**config.mk**
```make
export PLATFORM = sky130hd
export DESIGN_NAME = dnn_layer_seq
export DESIGN_NICKNAME = d
export VERILOG_FILES = /design/src/rtl/dnn_pkg.sv /design/src/rtl/dnn_out_drain.sv /design/src/rtl/dnn_layer_seq.sv
export SDC_FILE = /design/constraint.sdc
export NUM_CORES = 1
export LEC_CHECK = 0
export BUFFER_PORTS_ARGS = -buffer_cell sky130_fd_sc_hd__buf_4
export CAP_MARGIN = 5
export CORE_ASPECT_RATIO = 1.75
export CORE_MARGIN = 3
export CORE_UTILIZATION = 50
export CTS_CLUSTER_DIAMETER = 100
export DETAILED_ROUTE_END_ITERATION = 7
export GPL_TIMING_DRIVEN = 1
export PLACE_DENSITY_LB_ADDON = 0.08
export REMOVE_ABC_BUFFERS = 1
export SYNTH_ARGS = -nofsm -noshare
export SYNTH_HDL_FRONTEND = slang
export SYNTH_HIERARCHICAL = 1
export SYNTH_SLANG_ARGS = --single-unit
```
**constraint.sdc**
```tcl
create_clock -name clk -period 8.2 [get_ports clk]
set_input_delay 2.46 -clock clk [delete_from_list [all_inputs] [get_ports clk]]
set_output_delay 2.46 -clock clk [all_outputs]
set_load 0.1 [all_outputs]
```
**src/rtl/dnn_pkg.sv**
```systemverilog
// Shared constants, state encoding and input-sanitising helpers for the DNN layer sequencer.
package dnn_pkg;

  localparam int F_SIZE    = 1024;
  localparam int N_CORE    = 16;
  localparam int AW        = 11;
  localparam int DRAIN_CYC = 3;

  localparam int SW = AW - 1;               // word-address / input-size width
  localparam int NW = $clog2(N_CORE + 1);   // n_out width
  localparam int IW = $clog2(N_CORE);       // out_idx width
  localparam int CW = $clog2(DRAIN_CYC);    // drain counter width

  typedef enum logic [2:0] {
    IDLE,
    INIT,
    RUN,
    BIAS,
    DRAIN,
    OUT
  } seq_state_t;

  // Zero outputs still produce one word; more than N_CORE cannot exist on the chain.
  function automatic logic [NW-1:0] eff_n_out(input logic [NW-1:0] n);
    if (n == '0) return NW'(1);
    else if (n > NW'(N_CORE)) return NW'(N_CORE);
    else return n;
  endfunction

  // The last bank word holds the bias, so the input vector may not reach it.
  function automatic logic [SW-1:0] clamp_size(input logic [SW-1:0] s);
    if (s > SW'(F_SIZE - 1)) return SW'(F_SIZE - 1);
    else return s;
  endfunction

endpackage

```
**src/rtl/dnn_out_drain.sv**
```systemverilog
// OUT-phase engine: steps the core result chain into normalize under valid/ready backpressure.
module dnn_out_drain
  import dnn_pkg::*;
(
  input  logic          clk,
  input  logic          rst_n,
  input  logic          start_i,
  input  logic [NW-1:0] n_out_i,
  input  logic          out_ready_i,
  output logic          norm_en_o,
  output logic          outr_o,
  output logic          update_o,
  output logic          out_valid_o,
  output logic [IW-1:0] out_idx_o,
  output logic          last_done_o
);

  logic          active_q, active_d;
  logic [NW-1:0] j_q, j_d;
  logic          valid_q, valid_d;
  logic [IW-1:0] idx_q, idx_d;
  logic          last_q, last_d;
  logic          adv, step, last_step;

  // NOTE: every signal gets a default before the case logic so no latch is inferred.
  always_comb begin
    adv       = !valid_q || out_ready_i;
    step      = active_q && adv;
    last_step = (j_q == n_out_i - NW'(1));

    norm_en_o   = step;
    update_o    = step && (j_q == '0);
    outr_o      = step && !last_step;
    last_done_o = valid_q && out_ready_i && last_q;

    active_d = active_q;
    j_d      = j_q;
    valid_d  = valid_q;
    idx_d    = idx_q;
    last_d   = last_q;

    if (start_i) begin
      active_d = 1'b1;
      j_d      = '0;
    end else if (step) begin
      j_d = j_q + NW'(1);
      if (last_step) active_d = 1'b0;
    end

    // A new capture replaces the held word; otherwise a handshake empties the output.
    if (step) begin
      valid_d = 1'b1;
      idx_d   = IW'(N_CORE - 1) - j_q[IW-1:0];
      last_d  = last_step;
    end else if (out_ready_i) begin
      valid_d = 1'b0;
      last_d  = 1'b0;
    end
  end

  // NOTE: sequential state uses non-blocking assignments; reset is synchronous, sampled on clk.
  always_ff @(posedge clk) begin
    if (!rst_n) begin
      active_q <= 1'b0;
      j_q      <= '0;
      valid_q  <= 1'b0;
      idx_q    <= '0;
      last_q   <= 1'b0;
    end else begin
      active_q <= active_d;
      j_q      <= j_d;
      valid_q  <= valid_d;
      idx_q    <= idx_d;
      last_q   <= last_d;
    end
  end

  assign out_valid_o = valid_q;
  assign out_idx_o   = idx_q;

endmodule

```
**src/rtl/dnn_layer_seq.sv**
```systemverilog
// Layer sequencer: clears the cores, streams weight/data MACs plus bias, drains the FMA
// pipeline, then hands the out chain to dnn_out_drain for presentation through normalize.
module dnn_layer_seq
  import dnn_pkg::*;
(
  input  logic          clk,
  input  logic          rst_n,
  input  logic          start,
  input  logic          bank,
  input  logic [SW-1:0] in_size,
  input  logic [NW-1:0] n_out,
  output logic          busy,
  output logic          done,
  output logic          init,
  output logic          exec,
  output logic          bias,
  output logic [AW-1:0] ra,
  output logic [SW-1:0] da,
  output logic          outr,
  output logic          update,
  output logic          norm_en,
  output logic          out_valid,
  input  logic          out_ready,
  output logic [IW-1:0] out_idx
);

  localparam logic [SW-1:0] BIAS_WORD = SW'(F_SIZE - 1);

  seq_state_t    state_q, state_d;
  logic          bank_q, bank_d;
  logic [SW-1:0] size_q, size_d;
  logic [NW-1:0] nout_q, nout_d;
  logic [SW-1:0] k_q, k_d;
  logic [CW-1:0] cnt_q, cnt_d;

  logic          busy_q, busy_d;
  logic          done_q, done_d;
  logic          init_q, init_d;
  logic          exec_q, exec_d;
  logic          bias_q, bias_d;
  logic [AW-1:0] ra_q, ra_d;
  logic [SW-1:0] da_q, da_d;

  logic          drain_start;
  logic          last_done;
  logic [SW-1:0] k_nxt;

  // Strobes and addresses are decoded from the next state so the cores see registered outputs.
  always_comb begin
    state_d     = state_q;
    bank_d      = bank_q;
    size_d      = size_q;
    nout_d      = nout_q;
    k_d         = k_q;
    cnt_d       = cnt_q;
    done_d      = 1'b0;
    init_d      = 1'b0;
    exec_d      = 1'b0;
    bias_d      = 1'b0;
    ra_d        = '0;
    da_d        = '0;
    drain_start = 1'b0;
    k_nxt       = k_q + SW'(1);

    case (state_q)
      IDLE: begin
        if (start) begin
          state_d = INIT;
          bank_d  = bank;
          size_d  = clamp_size(in_size);
          nout_d  = eff_n_out(n_out);
          init_d  = 1'b1;
        end
      end
      INIT: begin
        if (size_q == '0) begin
          state_d = BIAS;
          bias_d  = 1'b1;
          ra_d    = {bank_q, BIAS_WORD};
        end else begin
          state_d = RUN;
          exec_d  = 1'b1;
          k_d     = '0;
          ra_d    = {bank_q, {SW{1'b0}}};
          da_d    = '0;
        end
      end
      RUN: begin
        if (k_q == size_q - SW'(1)) begin
          state_d = BIAS;
          bias_d  = 1'b1;
          ra_d    = {bank_q, BIAS_WORD};
        end else begin
          exec_d = 1'b1;
          k_d    = k_nxt;
          ra_d   = {bank_q, k_nxt};
          da_d   = k_nxt;
        end
      end
      BIAS: begin
        state_d = DRAIN;
        cnt_d   = '0;
      end
      DRAIN: begin
        // The final MAC lands in the FMA on the third edge after issue.
        if (cnt_q == CW'(DRAIN_CYC - 1)) begin
          state_d     = OUT;
          drain_start = 1'b1;
        end else begin
          cnt_d = cnt_q + CW'(1);
        end
      end
      OUT: begin
        if (last_done) begin
          state_d = IDLE;
          done_d  = 1'b1;
        end
      end
      default: state_d = IDLE;
    endcase

    busy_d = (state_d != IDLE);
  end

  always_ff @(posedge clk) begin
    if (!rst_n) begin
      state_q <= IDLE;
      bank_q  <= 1'b0;
      size_q  <= '0;
      nout_q  <= '0;
      k_q     <= '0;
      cnt_q   <= '0;
      busy_q  <= 1'b0;
      done_q  <= 1'b0;
      init_q  <= 1'b0;
      exec_q  <= 1'b0;
      bias_q  <= 1'b0;
      ra_q    <= '0;
      da_q    <= '0;
    end else begin
      state_q <= state_d;
      bank_q  <= bank_d;
      size_q  <= size_d;
      nout_q  <= nout_d;
      k_q     <= k_d;
      cnt_q   <= cnt_d;
      busy_q  <= busy_d;
      done_q  <= done_d;
      init_q  <= init_d;
      exec_q  <= exec_d;
      bias_q  <= bias_d;
      ra_q    <= ra_d;
      da_q    <= da_d;
    end
  end

  dnn_out_drain u_drain (
    .clk         (clk),
    .rst_n       (rst_n),
    .start_i     (drain_start),
    .n_out_i     (nout_q),
    .out_ready_i (out_ready),
    .norm_en_o   (norm_en),
    .outr_o      (outr),
    .update_o    (update),
    .out_valid_o (out_valid),
    .out_idx_o   (out_idx),
    .last_done_o (last_done)
  );

  assign busy = busy_q;
  assign done = done_q;
  assign init = init_q;
  assign exec = exec_q;
  assign bias = bias_q;
  assign ra   = ra_q;
  assign da   = da_q;

endmodule

```
==> results of run 1 <==
-- worst max-delay path, stage by stage --
cell                       delay (ns)
sky130_fd_sc_hd__buf_4           0.09
sky130_fd_sc_hd__nand2b_1        0.22
sky130_fd_sc_hd__nand2_1         0.18
sky130_fd_sc_hd__nor4_1          0.30
sky130_fd_sc_hd__buf_4           0.35
-- sequential cells by signal, indices dropped and copies added, names as in the netlist, 2 cells and up --
| name | flops |
|---|---|
| u_drain/out_idx_o | 4 |
| size_q | 10 |
| da | 10 |
| ra | 11 |
| k_q | 10 |
| cnt_q | 2 |
| state_q | 3 |
| u_drain/j_q | 5 |
| nout_q | 5 |
-- per-layer routing --
layer | up-vias | track usage [%]
met4 | 0 | 17.7
met5 | - | 0
met3 | 31 | 3.05
li1 | 1471 | -
met1 | 1358 | 22.0
met2 | 94 | 39.7
-- power by group through the flow --
stage                     logic, mW  registers [mW]  clock network [mW]
after floorplan              0.0864           0.390                   0
after global placement        0.146           0.369                   0
after detailed placement      0.149           0.370                   0
after CTS                     0.150           0.363               0.369
after global routing          0.164           0.365               0.381
final                         0.150           0.363               0.365
-- Yosys cell counts, drive strengths merged, types with 2 or more instances --
cell type | number | area, um2
nor4 | 7 | 43.8
nor2 | 27 | 101
a31o | 2 | 17.5
nor3b | 4 | 30.0
nand3b | 4 | 30.0
o21bai | 2 | 15.0
ha | 6 | 75.1
a31oi | 8 | 50.1
o21a | 8 | 60.1
or3 | 4 | 30.0
and2 | 10 | 62.6
nand3 | 4 | 20.0
or4 | 4 | 33.8
nor3 | 15 | 75.1
o21ai | 10 | 50.1
o22ai | 3 | 18.8
xor2 | 11 | 96.3
o2bb2ai | 3 | 26.3
nand2b | 3 | 18.8
or2 | 3 | 18.8
xnor2 | 19 | 166
dfxtp | 69 | 1380
nor2b | 6 | 45.0
inv | 14 | 52.6
a2111oi | 2 | 37.5
clkbuf | 22 | 83.8
o211ai | 5 | 47.5
buf | 4 | 33.8
o211a | 4 | 40.0
a221oi | 2 | 17.5
and3 | 8 | 50.1
a21oi | 30 | 150
nand4 | 2 | 12.5
nand2 | 56 | 210
-- cell type report --
| class | instances | share of cell area, % |
|---|---|---|
| timing repair buffer | 53 | 9.86 |
| sequential | 69 | 34.2 |
| clock buffer | 10 | 5.92 |
| multi-input combinational | 289 | 44.9 |
| clock inverter | 6 | 1.15 |
| tap | 82 | 2.54 |
| inverter | 15 | 1.39 |
-- how the worst max path moves through the flow --
stage	from	endpoint	slack [ns]	cells after the start
2_1_floorplan	out_ready	update	0.05	3
3_3_place_gp	out_ready	update	2.20	5
3_5_place_dp	out_ready	update	2.15	5
4_1_cts	out_ready	update	2.14	5
5_1_grt	out_ready	update	2.05	5
6_report	out_ready	update	2.15	5
-- cells by family after synthesis --
logic type	Yosys count	synth area share (%)
fa+ha+maj	6	2.23
compound gates	91	19.1
flops	69	41.0
simple gates	161	24.4
mux	1	0.297
xor+xnor	30	7.80
buf+inv	41	5.16
-- per-stage QoR --
stage               cells  hold WS, ns  area, um2  setup WS [ns]  total power [mW]
finish                524        0.454       4040           2.15             0.878
global route          524        0.497       4040           2.05             0.910
CTS                   524        0.456       4040           2.14             0.882
detailed placement    508        0.449       3750           2.15             0.519
global placement      508        0.441       3750           2.20             0.516
floorplan             373        0.430       3250         0.0537             0.476
==> results.env, run 1 <==
NFILLCELLS=618
SETUP.WORST_PATH.START_CLASS='input pin'
WORST_PIN_SLEW_NS=1.17
ROW_COUNT=39
WORST-R2R-CELL-COUNT=8
POWER_LEAKAGE_nW=1.62
MULTI_INPUT_GATE_AREA_IN_THE_FINAL_LAYOUT_UM2=1810
P_COMB_SHARE_PCT=17.1
REGAREA_UM2=1380
CORE_UM2=6540
VDD_IR_DROP_MAX_mV=0.130
POWER_REPORT.INTERNAL_TOTAL_mW=0.611
FINALSETUPVIOLCOUNT=0
MIN_PERIOD_OVER_PERIOD_PCT=73.8
MET2ROUTEDLENGTH_MM=4.30
POSTCTSSETUPBUFFERS=0
P_SEQ_SHARE_PCT=41.3
CLK_TRANSITION_REPORTED_PATHS_NS=0.06
DESIGN.FINAL.NETS=463
LAYOUT_COMMONEST_CELL='sky130_fd_sc_hd__dfxtp_1'
AVGSYNTHCELLAREA_UM2=8.44
SW_FRAC_OF_TOTAL_PCT=30.4
FINAL_LAYOUT_SIZE_SUFFIX_GT1_SHARE_PCT=18.3
SYNTHFLOPTYPE='sky130_fd_sc_hd__dfxtp_1'
INITIALDRTVIOLATIONCOUNT=182
CTS_ROOT_BUF='sky130_fd_sc_hd__clkbuf_16'
AREAGROWTHSYNTHTOFINISH_PCT=19.8
GRT_ANTENNA_BEFORE_REPAIR=0
CTS-ROOT-TO-SINK-BUFFERS=2
CRITICAL_PATH_ARRIVAL_NS=3.59
POSTSYNTH.ASYNCRESETSHARE_PCT=0
CHIPHEIGHT_UM=115
HOLD_START='bank_q$_SDFFE_PN0P_'
HOLDCRITPATHCLASS='flip-flop to flip-flop'
N_ANTENNA_CELL=0
CTS_SINKS=69
GRT_START_MAX_NET_PINS=29
FINAL_CORE_UTIL_PCT=61.7
CLOCK_POWER_SHARE_PCT=41.6
DRT-MET1-WL_MM=2.86
ROUTE.MET3.WL_UM=348
WORST_EP_REQUIRED_TIME_NS=5.74
MAXIMUM_OPERATING_FREQUENCY_GHz=0.165
DETAIL_ROUTE.DRC_VIOLATIONS=0
RESIZE_COUNT_POST_CTS=0
FINAL.SETUP.TNS_NS=0
WORSTHOLDENDPOINT='bank_q$_SDFFE_PN0P_'
VIAS=2954
WL_MM=7.98
FLOORPLAN.DIE_AREA_UM2=7800
NUMBER_OF_MAX_SLEW_VIOLATIONS_IN_THE_FINAL_REPORT=0
NUMBER_OF_DIFFERENT_LIBRARY_CELLS_IN_THE_POST_SYNTHESIS_NETLIST=63
YS_FF_LATCH=69
SYNTHESIS.YOSYS.WARNINGS=6
HOLD-PATH-CELL-COUNT=2
NETSWITCHINGPOWER_mW=0.267
FINAL_HOLD_VIOS=0
ROUTABILITY_CONGESTION_ESTIMATE_FROM_GLOBAL_PLACEMENT=0.889
BOUNDARYPINS=54
OVERFLOW=0
FIN_SKEW_NS=0.00985
POST-ROUTE-MIN-PERIOD_NS=6.05
FIRSTDRTPASSITERS=4
CTSHOLDBUFFERS=0
ANT_NETS=0
GR-USAGE-ALL-LAYERS_PCT=22.4
RR_ENDPOINT='k_q[4]$_SDFFE_PN0P_'
LATEST_CLOCK_ARRIVAL_WITHIN_THE_WORST_SKEW_PAIR_NS=0.34
BUFFER_PORTS.INSERTED=53
CRIT_TYPE='input pin to output pin'
TOPROUTINGLAYERUSED='met4'
SYNTH.YOSYS.SEQ_AREA_SHARE_PCT=41.0
CP_MAX_FO=6
MAPPEDNETLISTAREA_UM2=3370
MAXSLEWHEADROOM_PCT=21.2
SETUP.REG_TO_REG.WORST_SLACK_NS=4.98
TIMING.CRITICAL_PATH.TO_TYPE='output pin'
FINAL_HPWL_FROM_DETAILED_PLACEMENT_MM=5.83
DRT-WIRELENGTH-PER-CELL_UM=15.2
SYNTH_EDF_COUNT=0
EFFECTIVE_UTILIZATION_AT_FLOORPLAN_PCT=51.5
STATUS='completed'
HTREE_NUM_LEVELS=3
CTS_INSERTED_BUFFERS=9
WORST_R2R_STARTPOINT='size_q[0]$_SDFFE_PN0P_'
CELLPOWERDENSITY_nW_PER_UM2=217
MAX_CAP_VIOL_COUNT=0
CTS_TREE='built'
GRT_PASS1_VIAS=2773
MOSTFREQUENTLAYOUTCELLS='sky130_fd_sc_hd__dfxtp_1, sky130_fd_sc_hd__nand2_1, sky130_fd_sc_hd__buf_4'
NUMBER_OF_VIAS_PER_CELL=5.64
GRT_PASS1_WL_MM=12.9
POST_SYN_INSTANCES=399
RSZ0062_AT_GRT='false'
DIE_WIDTH_UM=68.0
Note: power is estimated with default switching activity, not from simulation.
==> run 2, diff against run 1 <==
clock period = 6 ns   (was 8.2 ns; I/O delays follow)
==> results.env, run 2 (synthesis results as in run 1) <==
STATUS='completed'
ANT_NETS=0
NFILLCELLS=613
CTS_TREE='built'
MAX_CAP_VIOL_COUNT=0
PRECTSSETUPSLACK_NS=1.28
FINAL_LAYOUT_SIZE_SUFFIX_GT1_SHARE_PCT=18.3
CHIPHEIGHT_UM=115
WL_MM=7.98
DIE_WIDTH_UM=68.0
VIAS=2963
SETUP.WORST_PATH.START_CLASS='input pin'
OVERFLOW=0
POWER.TOTAL_mW=1.20
CTS_INSERTED_BUFFERS=9
RESIZE_COUNT_POST_CTS=0
CLOCK_POWER_SHARE_PCT=41.3
CTSHOLDBUFFERS=0
SW_FRAC_OF_TOTAL_PCT=30.2
CP_MAX_FO=6
HTREE_NUM_LEVELS=3
ROW_COUNT=39
GRT_ANTENNA_BEFORE_REPAIR=0
RR_ENDPOINT='k_q[4]$_SDFFE_PN0P_'
POWER_REPORT.INTERNAL_TOTAL_mW=0.835
NUMBER_OF_MAX_SLEW_VIOLATIONS_IN_THE_FINAL_REPORT=0
POWER_LEAKAGE_nW=1.62
WORSTHOLDENDPOINT='bank_q$_SDFFE_PN0P_'
LAYOUT_COMMONEST_CELL='sky130_fd_sc_hd__dfxtp_1'
BOUNDARYPINS=54
GRT_PASS1_WL_MM=13.1
NUMBER_OF_VIAS_PER_CELL=5.65
FINAL_HOLD_VIOS=0
CRIT_TYPE='input pin to output pin'
CRITICAL_PATH_ARRIVAL_NS=2.94
WORST_R2R_STARTPOINT='size_q[0]$_SDFFE_PN0P_'
MOSTFREQUENTLAYOUTCELLS='sky130_fd_sc_hd__dfxtp_1, sky130_fd_sc_hd__nand2_1, sky130_fd_sc_hd__buf_4'
MAXIMUM_OPERATING_FREQUENCY_GHz=0.211
GR-USAGE-ALL-LAYERS_PCT=22.5
FINAL_CORE_UTIL_PCT=61.7
RSZ0062_AT_GRT='false'
DRT-WIRELENGTH-PER-CELL_UM=15.2
SETUP_SLACK_NS=1.26
FINALSETUPVIOLCOUNT=0
MIN_PERIOD_OVER_PERIOD_PCT=79.1
MAXSLEWHEADROOM_PCT=16.8
DESIGN.FINAL.NETS=463
N_ANTENNA_CELL=0
GRT_START_MAX_NET_PINS=29
LARGEST_REGISTER_FFS=11
GRT_PASS1_VIAS=2812
FIRSTDRTPASSITERS=6
POSTCTSSETUPBUFFERS=0
TIMING.CRITICAL_PATH.TO_TYPE='output pin'
WORST-R2R-CELL-COUNT=8
DETAILED_PLACE.AREA_UM2=3750
BUFFER_PORTS.INSERTED=53
HOLD_START='bank_q$_SDFFE_PN0P_'
INITIALDRTVIOLATIONCOUNT=157
NETSWITCHINGPOWER_mW=0.360
HOLDCRITPATHCLASS='flip-flop to flip-flop'
FLOORPLAN.DIE_AREA_UM2=7800
LAYOUT.CELL_AREA.NON_FILLER_UM2=4040
SETUP.REG_TO_REG.WORST_SLACK_NS=2.77
CLK_TRANSITION_REPORTED_PATHS_NS=0.06
EFFECTIVE_UTILIZATION_AT_FLOORPLAN_PCT=51.5
ROUTABILITY_CONGESTION_ESTIMATE_FROM_GLOBAL_PLACEMENT=0.887
AREAGROWTHSYNTHTOFINISH_PCT=19.8
VDD_IR_DROP_MAX_mV=0.179
CTS_SINKS=69
POST-ROUTE-MIN-PERIOD_NS=4.74
WORST_EP_REQUIRED_TIME_NS=4.20
FINAL_HPWL_FROM_DETAILED_PLACEMENT_MM=5.87
CELLPOWERDENSITY_nW_PER_UM2=296
HOLD-PATH-CELL-COUNT=2
DETAIL_ROUTE.DRC_VIOLATIONS=0
WORST_PIN_SLEW_NS=1.24
P_COMB_SHARE_PCT=17.2
LATEST_CLOCK_ARRIVAL_WITHIN_THE_WORST_SKEW_PAIR_NS=0.33
CORE_UM2=6540
WHS_NS=0.453
P_SEQ_SHARE_PCT=41.5
CTS-ROOT-TO-SINK-BUFFERS=2
CTS_ROOT_BUF='sky130_fd_sc_hd__clkbuf_16'
FIN_SKEW_NS=0.00580
==> run 2: cell counts in the layout (fill, tap and decap cells not counted) <==
Identical to the previous run, type by type.
==> run 2: through the flow <==
stage          cells  setup TNS (ns)
2_1_floorplan    373          -0.826
3_3_place_gp     508               0
3_5_place_dp     508               0
4_1_cts          524               0
5_1_grt          524               0
6_report         524               0
==> run 2: area by class of cell <==
type,count,area [um2],area share [%]
repair buffers,53,398,9.86
inverters,15,56.3,1.39
clock inverters,6,46.3,1.15
clock buffers,10,239,5.92
well taps,82,103,2.54
multi-input cells,289,1810,44.9
flip-flops and latches,69,1380,34.2
==> run 2: layer usage <==
| layer | routed length, um | up-vias | share of wire [%] | GRT usage, % |
|---|---|---|---|---|
| li1 | - | 1469 | - | - |
| met1 | 2920 | 1351 | 37 | 22.8 |
| met2 | 4300 | 111 | 54 | 40.1 |
| met3 | 373 | 32 | 4.7 | 4.72 |
| met4 | 395 | 0 | 5.0 | 13.7 |
| met5 | 0 | - | 0 | 0 |
==> run 2: power by group through the flow <==
stage / Combinational, mW / Clock, mW / Sequential (mW)
2_1_floorplan: 0.118 / 0 / 0.532
3_3_place_gp: 0.200 / 0 / 0.505
3_5_place_dp: 0.204 / 0 / 0.506
4_1_cts: 0.205 / 0.506 / 0.496
5_1_grt: 0.224 / 0.524 / 0.499
6_report: 0.205 / 0.494 / 0.496
==> run 2: worst max path at each step <==
stage	end	startpoint	cells after the start
2_1_floorplan	update	out_ready	3
3_3_place_gp	update	out_ready	5
3_5_place_dp	update	out_ready	5
4_1_cts	update	out_ready	5
5_1_grt	update	out_ready	5
6_report	update	out_ready	5
==> run 2: critical path, stage by stage <==
cell and delay (ns):
sky130_fd_sc_hd__buf_4 0.09, sky130_fd_sc_hd__nand2b_1 0.22, sky130_fd_sc_hd__nand2_1 0.19, sky130_fd_sc_hd__nor4_1 0.30, sky130_fd_sc_hd__buf_4 0.35
